File: config.mk
export PLATFORM = sky130hd
export DESIGN_NAME = regfile_write_arbiter
export DESIGN_NICKNAME = d
export VERILOG_FILES = /design/src/rtl/regfile_write_arbiter.sv
export SDC_FILE = /design/constraint.sdc
export NUM_CORES = 1
export LEC_CHECK = 0
export CELL_PAD_IN_SITES_DETAIL_PLACEMENT = 1
export CELL_PAD_IN_SITES_GLOBAL_PLACEMENT = 2
export CORE_ASPECT_RATIO = 0.7
export CORE_MARGIN = 3
export CORE_UTILIZATION = 28
export DETAILED_ROUTE_END_ITERATION = 10
export GPL_ROUTABILITY_DRIVEN = 0
export PLACE_DENSITY_LB_ADDON = 0.1
export SYNTH_ARGS = -nofsm -noshare
export SYNTH_HDL_FRONTEND = slang
export SYNTH_SLANG_ARGS = --single-unit
File: constraint.sdc
create_clock -name clk -period 2.9 [get_ports clk]
set_clock_uncertainty 0.15 [all_clocks]
set_input_delay 0.58 -clock clk [delete_from_list [all_inputs] [get_ports clk]]
set_output_delay 0.58 -clock clk [all_outputs]
set_load 0.05 [all_outputs]
File: src/rtl/regfile_write_arbiter.sv
`default_nettype none
// ============================================================================
// Module   : regfile_write_arbiter
// Purpose  : Shares the register-file write port between WB and a FIFO of LU results.
// Revision : 1.0
// ============================================================================
module regfile_write_arbiter #(
    parameter int DEPTH      = 2,
    parameter int STARVE_MAX = 4
) (
    input  logic        clk,
    input  logic        rst,
    input  logic        wb_valid,
    input  logic [4:0]  wb_rd,
    input  logic [31:0] wb_data,
    output logic        wb_stall,
    input  logic        lu_valid,
    input  logic [4:0]  lu_rd,
    input  logic [31:0] lu_data,
    output logic        lu_ready,
    output logic        rf_we,
    output logic [4:0]  rf_rd,
    output logic [31:0] rf_wdata,
    output logic [31:0] pending_mask
);

    localparam int C_PTR_W = (DEPTH > 1) ? $clog2(DEPTH) : 1;
    localparam int C_CNT_W = C_PTR_W + 1;
    localparam int C_STV_W = $clog2(STARVE_MAX + 1);

    localparam logic [C_CNT_W-1:0] C_DEPTH  = C_CNT_W'(DEPTH);
    localparam logic [C_STV_W-1:0] C_STARVE = C_STV_W'(STARVE_MAX);

    logic [4:0]         r_fifo_rd   [DEPTH];
    logic [31:0]        r_fifo_data [DEPTH];
    logic [DEPTH-1:0]   r_fifo_vld;
    logic [C_PTR_W-1:0] r_wptr;
    logic [C_PTR_W-1:0] r_rptr;
    logic [C_CNT_W-1:0] r_count;
    logic [C_STV_W-1:0] r_starve;

    logic        w_not_empty;
    logic        w_force;
    logic        w_wb_req;
    logic        w_grant_wb;
    logic        w_grant_lu;
    logic        w_push;
    logic        w_pop;
    logic [31:0] w_pending;

    // All handshake outputs come from registered state only, so no comb path WB/LU -> ready/stall.
    assign w_not_empty = (r_count != '0);
    assign w_force     = (r_starve == C_STARVE) && w_not_empty;
    assign lu_ready    = (r_count < C_DEPTH);
    assign wb_stall    = w_force;

    assign w_wb_req   = wb_valid && (wb_rd != 5'd0);
    assign w_grant_wb = !w_force && w_wb_req;
    assign w_grant_lu = w_force || (!w_wb_req && w_not_empty);
    assign w_pop      = w_grant_lu;
    // x0 results complete the handshake but never occupy an entry.
    assign w_push     = lu_valid && lu_ready && (lu_rd != 5'd0);

    always_comb begin
        w_pending = '0;
        for (int i = 0; i < DEPTH; i++) begin
            if (r_fifo_vld[i]) begin
                w_pending[r_fifo_rd[i]] = 1'b1;
            end
        end
        w_pending[0] = 1'b0;
    end
    assign pending_mask = w_pending;

    always_ff @(posedge clk) begin
        if (w_push) begin
            r_fifo_rd[r_wptr]   <= lu_rd;
            r_fifo_data[r_wptr] <= lu_data;
        end
    end

    always_ff @(posedge clk or posedge rst) begin
        if (rst) begin
            r_fifo_vld <= '0;
            r_wptr     <= '0;
            r_rptr     <= '0;
            r_count    <= '0;
        end else begin
            // A pop and a push never hit the same slot: pop needs count != 0, push needs count < DEPTH.
            if (w_pop) begin
                r_fifo_vld[r_rptr] <= 1'b0;
                r_rptr             <= r_rptr + C_PTR_W'(1);
            end
            if (w_push) begin
                r_fifo_vld[r_wptr] <= 1'b1;
                r_wptr             <= r_wptr + C_PTR_W'(1);
            end
            case ({w_push, w_pop})
                2'b10:   r_count <= r_count + C_CNT_W'(1);
                2'b01:   r_count <= r_count - C_CNT_W'(1);
                default: r_count <= r_count;
            endcase
        end
    end

    always_ff @(posedge clk or posedge rst) begin
        if (rst) begin
            r_starve <= '0;
        end else if (w_pop || !w_not_empty) begin
            r_starve <= '0;
        end else if (w_grant_wb && (r_starve != C_STARVE)) begin
            r_starve <= r_starve + C_STV_W'(1);
        end
    end

    always_ff @(posedge clk or posedge rst) begin
        if (rst) begin
            rf_we    <= 1'b0;
            rf_rd    <= 5'd0;
            rf_wdata <= 32'd0;
        end else if (w_grant_wb) begin
            rf_we    <= 1'b1;
            rf_rd    <= wb_rd;
            rf_wdata <= wb_data;
        end else if (w_grant_lu) begin
            rf_we    <= 1'b1;
            rf_rd    <= r_fifo_rd[r_rptr];
            rf_wdata <= r_fifo_data[r_rptr];
        end else begin
            rf_we    <= 1'b0;
        end
    end

endmodule
`default_nettype wire

=== Word-level counts from Yosys, hierarchy flattened ===
Memories as Yosys holds them, arrays and structs flattened.
Cells that the tools add are included.

* Memories kept: 2
* Memory bits (writable): 74
* Word-level logic and storage cells: 77
* Input bits: 78
* Flip-flop bits (word level): 47

{| class="wikitable"
|+ Memories
! memory !! depth !! bits a word !! read ports !! clocked after memory_dff !! write ports !! line !! source
|-
| r_fifo_data || 2 || 32 || 1 || 0 || 1 || 35 || <nowiki>logic [31:0] r_fifo_data [DEPTH];</nowiki>
|-
| r_fifo_rd || 2 || 5 || 3 || 0 || 1 || 34 || <nowiki>logic [4:0] r_fifo_rd [DEPTH];</nowiki>
|}

* Muxes and demuxes: 23
* Magnitude comparators: 9
* Equality and inequality tests: 4
* Bitwise operators: 4
* Reductions and logical operators: 22
* $add $sub $neg: 5

{| class="wikitable"
|+ Operator list
! cell !! count
|-
| $mux 32 || 4
|-
| $or 32x32->32 || 1
|-
| $lt 5x6->1 const B || 2
|-
| $logic_and 1x1->1 || 11
|-
| $demux 1 s5 || 2
|-
| $ge 5x1->1 const B || 2
|-
| $mux 5 || 2
|-
| $reduce_bool 5->1 || 2
|-
| $mux 1 || 8
|-
| $reduce_bool 2->1 || 4
|-
| $mux 3 || 2
|-
| $lt 1x2->1 const B || 2
|-
| $mux 2 || 2
|-
| $pmux 2 s2 || 1
|-
| $add 3x1->3 const B || 1
|-
| $eq 3x3->1 const B || 1
|-
| $logic_not 1->1 || 3
|-
| $ne 3x3->1 const B || 1
|-
| $add 1x1->1 const B || 2
|-
| $add 2x1->2 const B || 1
|-
| $and 2x2->2 || 1
|-
| $demux 1 s1 || 2
|-
| $eq 2x1->1 const B || 1
|-
| $eq 2x2->1 const B || 1
|-
| other kinds (6) || 8
|}

=== Depth between registers and ports, before layout ===
* Depth after elaboration: 9
* Gate-level depth with buffers: 9

=== Worst setup path after synthesis ===
Ideal clock, no wire load.

* Path type: reg2reg
* Start point: register r_count[1]
* End point: memory r_fifo_data[0][0] (enable)
* Stages on the path, launching flop included: 4
* Setup slack: -0.101 ns
* Library setup time: 0.431 ns
* Data required time: 2.319 ns
* Arrival: 2.420 ns
* Path buffers: 0
* Cell sequence: dfrtp_1 inv_2 o211ai_2 nor2_1

* Cells in the longest elaborated chain, start to end: 5

{| class="wikitable"
|+ RTL lines
! item !! line !! source
|-
| from (decl) || 39 || <nowiki>logic [C_CNT_W-1:0] r_count;</nowiki>
|-
| from (signal assigned) || 99 || <nowiki>2'b10: r_count <= r_count + C_CNT_W'(1);</nowiki>
|-
| from (signal assigned) || 100 || <nowiki>2'b01: r_count <= r_count - C_CNT_W'(1);</nowiki>
|-
| from (signal assigned) || 101 || <nowiki>default: r_count <= r_count;</nowiki>
|-
| $lt 2x2->1 || 54 || <nowiki>assign lu_ready = (r_count < C_DEPTH);</nowiki>
|-
| net lu_ready || 20 || <nowiki>output logic lu_ready,</nowiki>
|-
| $logic_and 1x1->1 (2 in series) || 62 || <nowiki>assign w_push = lu_valid && lu_ready && (lu_rd != 5'd0);</nowiki>
|-
| $mux 1 || 76 || <nowiki>if (w_push) begin</nowiki>
|-
| $mux 1 (not written as such) || 78 || <nowiki>r_fifo_data[r_wptr] <= lu_data;</nowiki>
|-
| to (decl) || 35 ||
|}

The timed path passes the listed nets, and every way through them passes these cells.

==> summary.txt <==
Outcome
  – Status: complete, no violations

Cells and area
  – Final net count: 592
  – Final design area excluding fillers: 0.007381 sq mm
  – Number of inserted filler cells in the final layout: 1814
  – Area taken by multi-input logic gates: 0.001580 sq mm
  – Storage element area: 0.003400 sq mm
  – Layout overhead on the synthesized area: 44.69%
  – Diode insertion count for antenna repair: 0
  – Number of non-filler instances in the completed layout: 755
  – Layout cells sized above 1: 15.84%

Drt
  – Via count: 3811
  – Routed length on met1: 7588 um
  – Detailed Routing Iterations Pass 1: 4
  – Number of DRC markers after the initial detailed-route iteration: 231
  – Detailed-route wire length per cell: 20.22 um
  – Met2 routed wirelength: 6743 um
  – Routed WL: 15260 um
  – DRC violations left: 0
  – Highest routing layer actually used: met4
  – Number of nets with antenna violations after detailed routing: 0
  – Post-detailed-route via-to-cell ratio: 5.048
  – Met3 wire length: 776 um

Placed design
  – Detailed-placement wirelength estimate: 10750 um
  – Post-placement cell area: 0.006819 sq mm
  – DP Cell Count: 723
  – Buffers on Ports: 148
  – Pre-CTS worst setup slack: -0.06280 ns

Die
  – Std-Cell Core Area: 0.01752 sq mm
  – Number of rows in the core area: 40
  – Top Ports: 150
  – Die Area: 0.01990 sq mm
  – Starting density of the core: 29.12%
  – Horizontal die dimension: 167.3 um
  – Die Span Y: 118.9 um

Logic synthesis
  – Post-Syn Instances: 359
  – Primary FF master, synth: sky130_fd_sc_hd__edfxtp_1
  – Proportion of synthesized chip area in sequential cells: 66.62%
  – Post-synthesis sequential element count: 121
  – Net count after synthesis: 440
  – Ys async rst share: 38.84%
  – Number of flops mapped to enable cells by yosys: 74
  – Post-synthesis instance area: 0.005101 sq mm
  – Synthesis warning total: 0
  – Number of distinct standard cells referenced by the synthesized netlist: 31
  – Mean area per synthesized cell: 14.21 sq um

Critical path
  – Worst EP arrival: 2.00 ns
  – Required time of the worst setup path: 2.17 ns
  – Crit-path slowest cell: sky130_fd_sc_hd__dlygate4sd2_1
  – Critical path endpoint category: output port
  – Cell-by-cell listing of the critical path: nor2_1 > nand2_1 > o22ai_1 > dlygate4sd2_1
  – Biggest fanout along the worst timing path: 9
  – Startpoint Class: register
  – Delay of the slowest critical-path stage: 0.55 ns
  – Crit path kind: register to output port

Pwr
  – Reported leakage power: 0.002803 uW
  – Maximum vdd ir drop: 0.4232 mV
  – Power per standard cell area: 1009 mW/mm^2

Flow run
  – Number of max-capacitance violations reported: 0

STA
  – Max-slew violations: 0
  – Final-report setup violation count: 0
  – Worst max-slew margin expressed relative to the limit: 21.51%
  – Min cycle time layout: 2.728 ns
  – Pin slew with the least headroom to its limit: 1.175 ns
  – Final count of hold timing violations: 0
  – Share of the clock period used by the worst path: 94.07%
  – Final setup slack of the worst path: 0.1720 ns
  – Setup repair after global routing missed its margin: false
  – Max Clk Rate: 0.3666 GHz

Clocking
  – Hold Buf Count CTS: 0
  – CTS Root Cell: sky130_fd_sc_hd__clkbuf_16
  – Bufs on Longest Clock Path: 2
  – Clock H-tree levels: 4
  – Clock edge transition at the registers on the reported setup and hold paths: 0.05 ns
  – Clock tree from TritonCTS: yes
  – CTS Buf Count: 17
  – Number of post-CTS setup repair buffers: 0
  – PostCTS Resize Cnt: 2
  – Clk_lat worst skew: 0.41 ns
  – Sinks on the clock net: 121

Global route
  – Total Routing Usage GR: 15.45%
  – Antenna violations before repair: 0
  – Largest net degree at the start of global routing: 38
  – Remaining Overflow, GRT: 0
  – Vias in the first global route: 4016
  – Global-route wire length before repair: 23760 um

Worst hold path
  – Worst hold path class: register to register
[Yosys cell counts, drive strengths merged, types with 3 or more instances]
cell	count	area share, %
clkbuf	17	1.3
inv	7	0.52
o22ai	31	3.8
nand3	4	0.39
nor3	38	3.7
edfxtp	74	44
or3b	5	0.86
buf	12	1.6
mux2i	37	7.3
a221o	37	7.3
dfrtp	47	23
nor2	11	0.81
o21ai	3	0.29
ha	3	0.74
nand3b	10	1.5
and3	3	0.37
xnor2	4	0.69
nand2	4	0.29
[worst max-delay path, delay by kind of cell (launching register included)]
| family | cells | cell delay [ns] |
|---|---|---|
| buf+inv | 1 | 0.55 |
| flops | 1 | 0.54 |
| simple gates | 2 | 0.31 |
| compound gates | 1 | 0.19 |
[cells in the final DEF (no fill, tap or decap), types with 5 or more instances in the layout]
master                            Yosys  final
sky130_fd_sc_hd__clkdlybuf4s50_1      0    116
sky130_fd_sc_hd__clkbuf_16            0     17
sky130_fd_sc_hd__nor2_1              11      7
sky130_fd_sc_hd__a221o_1             37     37
sky130_fd_sc_hd__o22ai_1             31     31
sky130_fd_sc_hd__nand3b_1            10     10
sky130_fd_sc_hd__or3b_1               5      5
sky130_fd_sc_hd__nor3_1              38     38
sky130_fd_sc_hd__edfxtp_1            74     74
sky130_fd_sc_hd__mux2i_1             37     37
sky130_fd_sc_hd__buf_4                1     43
sky130_fd_sc_hd__dfrtp_1             47     46
[sequential cells by signal (all words and copies together), names as in the netlist]
name and count:
rf_wdata 32, r_rptr 1, r_count 2, rf_we 1, r_fifo_data 64, r_wptr 1, rf_rd 5, r_starve 3
r_fifo_rd 10, r_fifo_vld 2
[per-layer routing]
metal / GRT usage, % / vias to the layer above
met4: 4.752 / 0
met3: 3.849 / 11
met5: 0 / -
li1: - / 1737
met2: 22.80 / 128
met1: 22.41 / 1935
[worst paths after layout]
check,start,end,slack (ns),cells after the start
setup / recovery,r_fifo_rd[0][4]$_DFFE_PP_,pending_mask[7],0.17,4
hold / removal,rf_wdata[26]$_DFFE_PP0P_,rf_wdata[26]$_DFFE_PP0P_,0.36,1
setup reg to reg,r_count[1]$_DFFE_PP0P_,r_fifo_data[0][9]$_DFFE_PP_,0.71,3
hold reg to reg,rf_wdata[26]$_DFFE_PP0P_,rf_wdata[26]$_DFFE_PP0P_,0.36,1
max in group asynchronous,rst,rf_wdata[13]$_DFFE_PP0P_,1.57,3
min in group asynchronous,rst,rf_wdata[1]$_DFFE_PP0P_,0.41,2
[power by group]
group	leakage (uW)	internal (uW)	switching, uW
clock	0.000267	1260	758
sequential	0.00124	2310	356
combinational	0.00129	1020	1740
total	0.00280	4590	2850
[through the flow]
| stage | total power (uW) | utilization (%) | hold WS (ns) | TNS [ns] |
|---|---|---|---|---|
| finish | 7445 | 42.14 | 0.3585 | 0 |
| detailed placement | 5482 | 38.93 | 0.3449 | -3.421 |
| floorplan | 4443 | - | 0.3380 | -7.494 |
| global placement | 5445 | 38.93 | 0.3461 | 0 |
| CTS | 7541 | 42.14 | 0.3641 | 0 |
| global route | 7824 | 42.14 | 0.3777 | 0 |
[cell families (layout without fill, tap and decap cells)]
| group | count (synthesis) | after routing | share of synthesized area (%) |
|---|---|---|---|
| XOR/XNOR | 6 | 6 | 1.030 |
| flip-flops | 121 | 121 | 66.62 |
| buffers and inverters | 36 | 201 | 3.360 |
| adder cells (fa/ha/maj) | 3 | 3 | 0.7359 |
| AND/OR/NAND/NOR | 79 | 79 | 8.438 |
| other | 1 | 1 | 0.07351 |
| multiplexers | 37 | 37 | 7.260 |
| AO/OA/AOI/OAI | 76 | 76 | 12.48 |
[area by class of cell]
class / count / share of cell area (%)
clock inverter: 11 / 1.678
sequential: 121 / 46.06
clock buffer: 21 / 5.967
timing repair buffer: 162 / 20.61
inverter: 7 / 0.3560
tap: 231 / 3.916
multi-input combinational: 202 / 21.41
(Power assumes the default switching activity.)
